--- src/rtl/wide_cmp_sequencer.sv ---
`default_nettype none
// ============================================================================
//  Module   : wide_cmp_sequencer
//  Purpose  : Multi-cycle unsigned magnitude comparator for NBYTES*8-bit
//             operands. A single cascadable 8-bit compare slice is reused
//             every cycle, walking the operands MSB byte first and carrying
//             the running EQ/GT between cycles.
//  Ports    : clk     - rising-edge clock
//             rst_n   - asynchronous active-low reset
//             start   - request, sampled only in IDLE
//             a_in    - operand A, captured on accepted start
//             b_in    - operand B, captured on accepted start
//             busy    - high while the byte walk is running
//             done    - one-cycle pulse when EQ/GT/cycles become valid
//             EQ      - A == B, held until the next result
//             GT      - A >  B, held until the next result
//             cycles  - number of slices evaluated for the last result
//  Options  : CMP_EARLY_EXIT_EN - when defined, the walk stops at the first
//             differing byte; otherwise all NBYTES slices are always evaluated.
//  Revision : 1.0 - initial release
// ============================================================================
module wide_cmp_sequencer #(
    parameter int NBYTES = 4
) (
    input  logic                            clk,
    input  logic                            rst_n,
    input  logic                            start,
    input  logic [8*NBYTES-1:0]             a_in,
    input  logic [8*NBYTES-1:0]             b_in,
    output logic                            busy,
    output logic                            done,
    output logic                            EQ,
    output logic                            GT,
    output logic [$clog2(NBYTES):0]         cycles
);

    localparam int W    = 8 * NBYTES;
    localparam int IDXW = $clog2(NBYTES);
    localparam int CW   = IDXW + 1;

    localparam logic [1:0] S_IDLE = 2'd0;
    localparam logic [1:0] S_RUN  = 2'd1;
    localparam logic [1:0] S_FIN  = 2'd2;

    localparam logic [IDXW-1:0] c_IDX_TOP = IDXW'(NBYTES - 1);

    logic [1:0]      state_q,  state_d;
    logic [W-1:0]    a_q,      a_d;
    logic [W-1:0]    b_q,      b_d;
    logic [IDXW-1:0] idx_q,    idx_d;
    logic [CW-1:0]   cnt_q,    cnt_d;
    logic            eq_acc_q, eq_acc_d;
    logic            gt_acc_q, gt_acc_d;
    logic            eq_res_q, eq_res_d;
    logic            gt_res_q, gt_res_d;
    logic [CW-1:0]   cyc_q,    cyc_d;

    // Byte selection by shifting keeps the index arithmetic width-clean.
    logic [W-1:0] w_a_sh;
    logic [W-1:0] w_b_sh;
    logic [7:0]   w_a_byte;
    logic [7:0]   w_b_byte;
    logic         w_slice_eq;
    logic         w_slice_gt;
    logic         w_last;

    assign w_a_sh   = a_q >> {idx_q, 3'b000};
    assign w_b_sh   = b_q >> {idx_q, 3'b000};
    assign w_a_byte = w_a_sh[7:0];
    assign w_b_byte = w_b_sh[7:0];

    // Cascadable 8-bit slice: a higher byte that already differs dominates.
    assign w_slice_eq = eq_acc_q & (w_a_byte == w_b_byte);
    assign w_slice_gt = gt_acc_q | (eq_acc_q & (w_a_byte > w_b_byte));

`ifdef CMP_EARLY_EXIT_EN
    // Once EQ drops, the remaining lower bytes cannot change the outcome.
    assign w_last = (idx_q == '0) | ~w_slice_eq;
`else
    assign w_last = (idx_q == '0);
`endif

    always_comb begin
        state_d  = state_q;
        a_d      = a_q;
        b_d      = b_q;
        idx_d    = idx_q;
        cnt_d    = cnt_q;
        eq_acc_d = eq_acc_q;
        gt_acc_d = gt_acc_q;
        eq_res_d = eq_res_q;
        gt_res_d = gt_res_q;
        cyc_d    = cyc_q;
        case (state_q)
            S_IDLE: begin
                if (start) begin
                    a_d      = a_in;
                    b_d      = b_in;
                    idx_d    = c_IDX_TOP;
                    cnt_d    = '0;
                    eq_acc_d = 1'b1;
                    gt_acc_d = 1'b0;
                    state_d  = S_RUN;
                end
            end
            S_RUN: begin
                eq_acc_d = w_slice_eq;
                gt_acc_d = w_slice_gt;
                cnt_d    = cnt_q + 1'b1;
                if (w_last) begin
                    // Results are loaded on the edge entering FIN so that they
                    // are already valid during the cycle done is high. idx is
                    // left untouched here, so it never wraps below zero.
                    eq_res_d = w_slice_eq;
                    gt_res_d = w_slice_gt;
                    cyc_d    = cnt_q + 1'b1;
                    state_d  = S_FIN;
                end else begin
                    idx_d = idx_q - 1'b1;
                end
            end
            S_FIN: begin
                state_d = S_IDLE;
            end
            default: begin
                state_d = S_IDLE;
            end
        endcase
    end

    always_ff @(posedge clk or negedge rst_n) begin
        if (!rst_n) begin
            state_q  <= S_IDLE;
            a_q      <= '0;
            b_q      <= '0;
            idx_q    <= '0;
            cnt_q    <= '0;
            eq_acc_q <= 1'b1;
            gt_acc_q <= 1'b0;
            eq_res_q <= 1'b1;
            gt_res_q <= 1'b0;
            cyc_q    <= '0;
        end else begin
            state_q  <= state_d;
            a_q      <= a_d;
            b_q      <= b_d;
            idx_q    <= idx_d;
            cnt_q    <= cnt_d;
            eq_acc_q <= eq_acc_d;
            gt_acc_q <= gt_acc_d;
            eq_res_q <= eq_res_d;
            gt_res_q <= gt_res_d;
            cyc_q    <= cyc_d;
        end
    end

    assign busy   = (state_q == S_RUN);
    assign done   = (state_q == S_FIN);
    assign EQ     = eq_res_q;
    assign GT     = gt_res_q;
    assign cycles = cyc_q;

endmodule
`default_nettype wire

--- config.mk ---
export PLATFORM = sky130hd
export DESIGN_NAME = wide_cmp_sequencer
export DESIGN_NICKNAME = d
export VERILOG_FILES = /design/src/rtl/wide_cmp_sequencer.sv
export SDC_FILE = /design/constraint.sdc
export NUM_CORES = 1
export LEC_CHECK = 0
export CAP_MARGIN = 20
export CELL_PAD_IN_SITES_DETAIL_PLACEMENT = 1
export CELL_PAD_IN_SITES_GLOBAL_PLACEMENT = 2
export CORE_AREA = 2 2 102 104
export DETAILED_ROUTE_END_ITERATION = 6
export DIE_AREA = 0 0 104 106
export GPL_TIMING_DRIVEN = 0
export PLACE_DENSITY = 0.94
export REMOVE_ABC_BUFFERS = 1
export SETUP_SLACK_MARGIN = 0.3
export SLEW_MARGIN = 5
export SYNTH_ARGS = -nofsm -noshare
export SYNTH_HDL_FRONTEND = slang
export SYNTH_SLANG_ARGS = --single-unit
--- constraint.sdc ---
create_clock -name clk -period 5.3 [get_ports clk]
set_input_delay 1.325 -clock clk [delete_from_list [all_inputs] [get_ports clk]]
set_output_delay 1.325 -clock clk [all_outputs]
set_load 0.01 [all_outputs]
==> qor.csv, run 1 <==
stage,metric,value,unit
outcome,run status,finished clean,
clocking,H-tree depth,3,
yosys,register area share after synthesis,50.4,%
timing,Hold Fails Final Rpt,0,
detailed_routing,DRC viols,0,
clocking,cts repair resizes,0,
placed_design,placed wire-length estimate,5600,microns
layout,Layout area overhead,26.5,%
timing,Slew HR,38.5,%
setup_path,crit path max fanout,7,
floorplan,io pins,74,
yosys,asr flop ratio synth,100,%
clocking,# clock sinks,78,
detailed_routing,Avg WL per Cell,17.4,microns
clocking,root buffer cell,clkbuf_8,
timing,highest clock rate,319,MHz
setup_path,Worst R2R Path Depth,8,
timing,hold_ws,482,ps
yosys,Mapped Avg Cell Area,16.4,sq um
floorplan,FP Rows,37,
pwr,pwr dens,593,nW/um^2
worst_hold_path,Hold Crit Class,reg -> reg,
setup_path,worst path required time,3970,ps
yosys,Post-Syn Instances,237,
setup_path,Worst setup EP type,primary output,
yosys,synth warn,0,
yosys,"EDFF count, synth",0,
pwr,static leakage,2.15,nW
timing,setup tns final,0,ps
clocking,CTS tree,done,
detailed_routing,via count,2218,
clocking,CTS max path bufs,2,
clocking,clock slew at reported path FFs,90,ps
detailed_routing,drt via density,4.89,
placed_design,Cells after DPL,438,
detailed_routing,DRT iter0 DRCs,50,
layout,most frequent cells in the layout,"dfrtp_1 (76), clkdlybuf4s50_1 (72), mux2_4 (60), mux4_2 (16), inv_1 (12)",
timing,fin crit share,59.1,%
detailed_routing,final antenna-violating net count,0,
timing,Clock Skew,8.17,ps
layout,"commonest non-fill, non-tap cell in the layout",dfrtp_1,
setup_path,Setup Crit Path Kind,reg -> out,
setup_path,crit path launch type,flip-flop,
clocking,TritonCTS Buffers,9,
yosys,Post-synth top flop,dfrtp_1,
layout,Sequential cell area,1950,sq um
placed_design,GPL Wtd Cong,0.716,
layout,Final Non-Filler Cells,454,
timing,Final min period,3130,ps
yosys,Synth Cell Area,3870,sq um
global_route,initial antenna violation count,0,
timing,Slew Limit Fails,0,
clocking,"Clk Latency, worst-skew pair",350,ps
layout,Nets,390,
timing,Final setup viols,0,
layout,ant diodes,0,
timing,worst slew pin tran,922,ps
layout,multi-input logic area,1720,sq um
floorplan,DIE WIDTH,104,microns
placed_design,IO buf count,73,
detailed_routing,Post-Route WL,7920,microns
floorplan,Die Span Y,106,microns
clocking,CTS Hold Buffers Added,0,
pwr,peak supply drop,0.190,mV
yosys,synth unique cells,31,
job,max_cap viols,0,
worst_hold_path,WHS Path Cells,2,
global_route,first-pass GRT wire length,13000,microns
floorplan,starting density of the core,38.8,%
global_route,total global-route track usage,15.4,%
layout,share of cells above drive strength 1,33.0,%
floorplan,die area,11000,sq um
setup_path,WP data arrival,1810,ps
layout,FILL cells,1014,
yosys,synthesis-stage register bit count,78,
floorplan,core area,10000,sq um
timing,unrepaired setup endpoints after global routing,no,
global_route,pin count of the biggest net entering global routing,62,
clocking,post-CTS setup buffers,0,
global_route,vias in the first global route,2460,
detailed_routing,Pre-antenna DRT Iters,4,
global_route,grt ovf,0,
[per-layer routing]
| layer | up-vias | track usage, % | share of wire, % |
|---|---|---|---|
| li1 | 1008 | - | - |
| met2 | 57 | 25.1 | 48 |
| met5 | - | 0 | 0 |
| met4 | 0 | 5.41 | 1.2 |
| met3 | 9 | 3.92 | 4.4 |
| met1 | 1144 | 20.1 | 46 |
[worst max-delay path: stages (launching register included)]
cell             delay, ps
dfrtp_1                570
nand2b_1               180
inv_2                  150
clkdlybuf4s50_1        550
[power by group]
group,leakage (nW),switching (mW),internal (mW)
Sequential,0.920,0.221,0.897
Clock,0.0996,0.222,0.243
Combinational,1.13,0.471,0.854
[sequential cells by signal, summed over array words and instances (netlist names)]
name,flops
EQ,1
GT,1
a_q,32
b_q,32
cnt_q,3
cycles,3
eq_acc_q,1
gt_acc_q,1
idx_q,2
state_q,2
[logic make-up (layout without fill, tap and decap cells)]
group	count (synthesis)	count (layout)	synth area share, %
muxes	82	82	34.3
DFF	78	78	50.4
buffers and inverters	24	105	5.30
and+or+nand+nor	23	23	3.52
AOI/OAI and AO/OA	20	20	3.26
adders and majority gates	10	10	3.23
[Yosys cell counts, types with 2 or more instances]
| cell | count | area share, % |
|---|---|---|
| a21oi_1 | 3 | 0.39 |
| a22o_1 | 2 | 0.45 |
| a31oi_1 | 3 | 0.48 |
| buf_12 | 6 | 3.1 |
| buf_2 | 2 | 0.26 |
| buf_4 | 2 | 0.39 |
| dfrtp_1 | 76 | 49 |
| dfstp_2 | 2 | 1.4 |
| ha_1 | 10 | 3.2 |
| inv_1 | 12 | 1.2 |
| mux2_2 | 5 | 1.5 |
| mux2_4 | 60 | 23 |
| mux4_2 | 16 | 9.3 |
| nand2_1 | 5 | 0.48 |
| nand2b_1 | 3 | 0.48 |
| nand4_1 | 2 | 0.32 |
| nor2_1 | 6 | 0.58 |
| nor2b_1 | 3 | 0.48 |
| o21ai_0 | 7 | 0.90 |
[stage by stage]
stage	util (%)	setup WS, ps	cell area [sq um]	power, mW
3_5_place_dp	47.0	1890	4700	2.47
3_3_place_gp	46.2	200	4620	2.39
5_1_grt	49.0	2080	4900	3.12
6_report	49.0	2170	4900	2.91
4_1_cts	49.0	2110	4900	2.95
2_1_floorplan	-	2500	3720	2.07
[path summary, 6_finish.rpt]
path                            start   endpoint  slack, ps
setup / recovery           state_q[0]       busy       2170
hold reg to reg             cycles[0]  cycles[0]        480
max in group asynchronous       rst_n   eq_acc_q       3840
hold / removal              cycles[0]  cycles[0]        480
setup reg to reg             idx_q[0]   gt_acc_q       2560
min in group asynchronous       rst_n    b_q[13]        840
[area by class of cell]
type / count / area share (%)
clock buffer: 13 / 3.24
clock inverter: 3 / 0.868
inverter: 13 / 0.996
multi-input combinational: 135 / 35.0
sequential: 78 / 39.9
tap: 136 / 3.47
timing repair buffer: 76 / 16.5
Power figures use the tool's default switching activity.
==> run 2, diff against run 1 <==
CORE_AREA = 2 2 112 114   (was 2 2 102 104)
DIE_AREA = 0 0 114 116   (was 0 0 104 106)
PLACE_DENSITY = 0.84   (was 0.94)
clock period = 2.7 ns   (was 5.3 ns; I/O delays follow)
==> qor.csv, run 2 (synthesis gave the netlist of run 1 again) <==
stage,metric,value,unit
timing,hold_ws,282,ps
timing,highest clock rate,438,MHz
timing,worst slew pin tran,675,ps
layout,most frequent cells in the layout,"dfrtp_1 (73), clkdlybuf4s50_1 (72), mux2_4 (60), mux4_2 (16), buf_4 (12)",
timing,Slew HR,54.9,%
floorplan,FP Rows,40,
outcome,run status,finished clean,
worst_hold_path,Hold Crit Class,in -> async,
global_route,total global-route track usage,13.5,%
clocking,TritonCTS Buffers,9,
pwr,static leakage,2.25,nW
layout,ant diodes,0,
pwr,Sequential Power Share,34.7,%
global_route,first-pass GRT wire length,13300,microns
setup_path,Worst setup EP type,flip-flop,
pwr,switching pwr,1.91,mW
timing,Clock Skew,5.41,ps
pwr,clock network fraction of total power,18.4,%
setup_path,worst path required time,2910,ps
timing,Hold Fails Final Rpt,0,
global_route,vias in the first global route,2538,
detailed_routing,via count,2254,
clocking,CTS max path bufs,2,
layout,biggest regs,"a_q: 32 flops, b_q: 32 flops",
detailed_routing,DRT iter0 DRCs,54,
setup_path,worst-path cell chain,"buf_16, buf_4, mux4_2, inv_1, ha_1, a21oi_1, a21oi_1, o221ai_2, a2bb2oi_1",
global_route,pin count of the biggest net entering global routing,47,
floorplan,DIE WIDTH,114,microns
floorplan,starting density of the core,32.5,%
job,max_cap viols,0,
placed_design,GPL Wtd Cong,0.721,
setup_path,Worst path slowest cell,dfrtp_4,
timing,unrepaired setup endpoints after global routing,no,
setup_path,Setup Crit Path Kind,reg -> reg,
pwr,peak supply drop,0.486,mV
pwr,pwr dens,1210,nW/um^2
detailed_routing,Pre-antenna DRT Iters,4,
clocking,# clock sinks,78,
detailed_routing,DRC viols,0,
floorplan,io pins,74,
timing,fin crit share,84.5,%
floorplan,die area,13200,sq um
setup_path,crit path max fanout,10,
pwr,part of the power in combinational logic,46.9,%
detailed_routing,drt via density,4.72,
floorplan,Die Span Y,116,microns
timing,Final setup viols,0,
setup_path,WP data arrival,2500,ps
clocking,"Clk Latency, worst-skew pair",340,ps
layout,Layout area overhead,32.9,%
pwr,internal power,4.33,mW
clocking,clock slew at reported path FFs,50,ps
global_route,grt ovf,0,
setup_path,Critical Path Max Stage Delay,510,ps
global_route,initial antenna violation count,0,
floorplan,core area,11900,sq um
clocking,H-tree depth,3,
clocking,CTS tree,done,
pwr,Net Sw Frac,30.6,%
layout,share of cells above drive strength 1,37.2,%
layout,Nets,403,
detailed_routing,Post-Route WL,8280,microns
setup_path,crit path launch type,flip-flop,
setup_path,"most used cell, CP",a21oi_1,
setup_path,Worst R2R Path Depth,9,
clocking,root buffer cell,clkbuf_16,
timing,Slew Limit Fails,0,
detailed_routing,Avg WL per Cell,17.3,microns
placed_design,placed wire-length estimate,5600,microns
timing,Final min period,2280,ps
layout,"commonest non-fill, non-tap cell in the layout",dfrtp_1,
placed_design,IO buf count,73,
pwr,Design Power,6.24,mW
detailed_routing,final antenna-violating net count,0,
run 2: final cells by class:
cell class | instances | area [sq um]
fillers | 1187 | 6760
flip-flops and latches | 78 | 1960
multi-input cells | 136 | 1760
repair buffers | 88 | 913
clock buffers | 16 | 282
well taps | 147 | 184
inverters | 13 | 48.8
run 2: worst max-delay path: cells and delay by family, from the launching register on:
| family | cells | cell delay (ps) |
|---|---|---|
| AO/OA/AOI/OAI | 4 | 590 |
| flip-flops | 1 | 510 |
| multiplexers | 1 | 430 |
| buffers and inverters | 3 | 380 |
| adder cells (fa/ha/maj) | 1 | 240 |
run 2: stage by stage:
stage / util, % / TNS [ps] / std cells / worst slack, ps / area, sq um
floorplan: - / 0 / 226 / 166 / 3720
global placement: 38.9 / -156210 / 446 / -1810 / 4630
detailed placement: 39.6 / -2570 / 449 / -123 / 4710
CTS: 42.3 / 0 / 467 / 251 / 5040
global route: 43.2 / 0 / 478 / 296 / 5150
finish: 43.2 / 0 / 478 / 418 / 5150
run 2: worst paths after layout:
kind,start,slack [ps],endpoint
max in group asynchronous,rst_n,1780,eq_acc_q
worst min-delay path,rst_n,280,b_q[5]
worst max register to register,idx_q[0],420,GT
worst max-delay path,idx_q[0],420,GT
min in group clk,EQ,480,EQ
worst min register to register,EQ,480,EQ
run 2: layer usage:
metal	global-route usage, %	vias to the layer above	wire length [microns]
li1	-	1042	-
met5	0	-	0
met2	22.7	51	4090
met3	5.07	7	414
met4	3.66	0	89
met1	16.4	1154	3690
run 2: what timing repair did:
action / CTS / global route
setup buffers: 1 / 11
gates cloned: 1 / 0
hold buffers: 0 / 0
resized for setup: 5 / 5
setup endpoints to repair: 38 / 3
pin swaps: 1 / 3
run 2: power by group through the flow:
stage / logic (mW) / clock network (mW) / registers (mW)
after floorplan: 1.96 / 0 / 2.10
after global placement: 2.48 / 0 / 2.24
after detailed placement: 2.64 / 0 / 2.23
after CTS: 2.76 / 1.19 / 2.20
after global routing: 3.20 / 1.23 / 2.26
final: 2.93 / 1.15 / 2.17
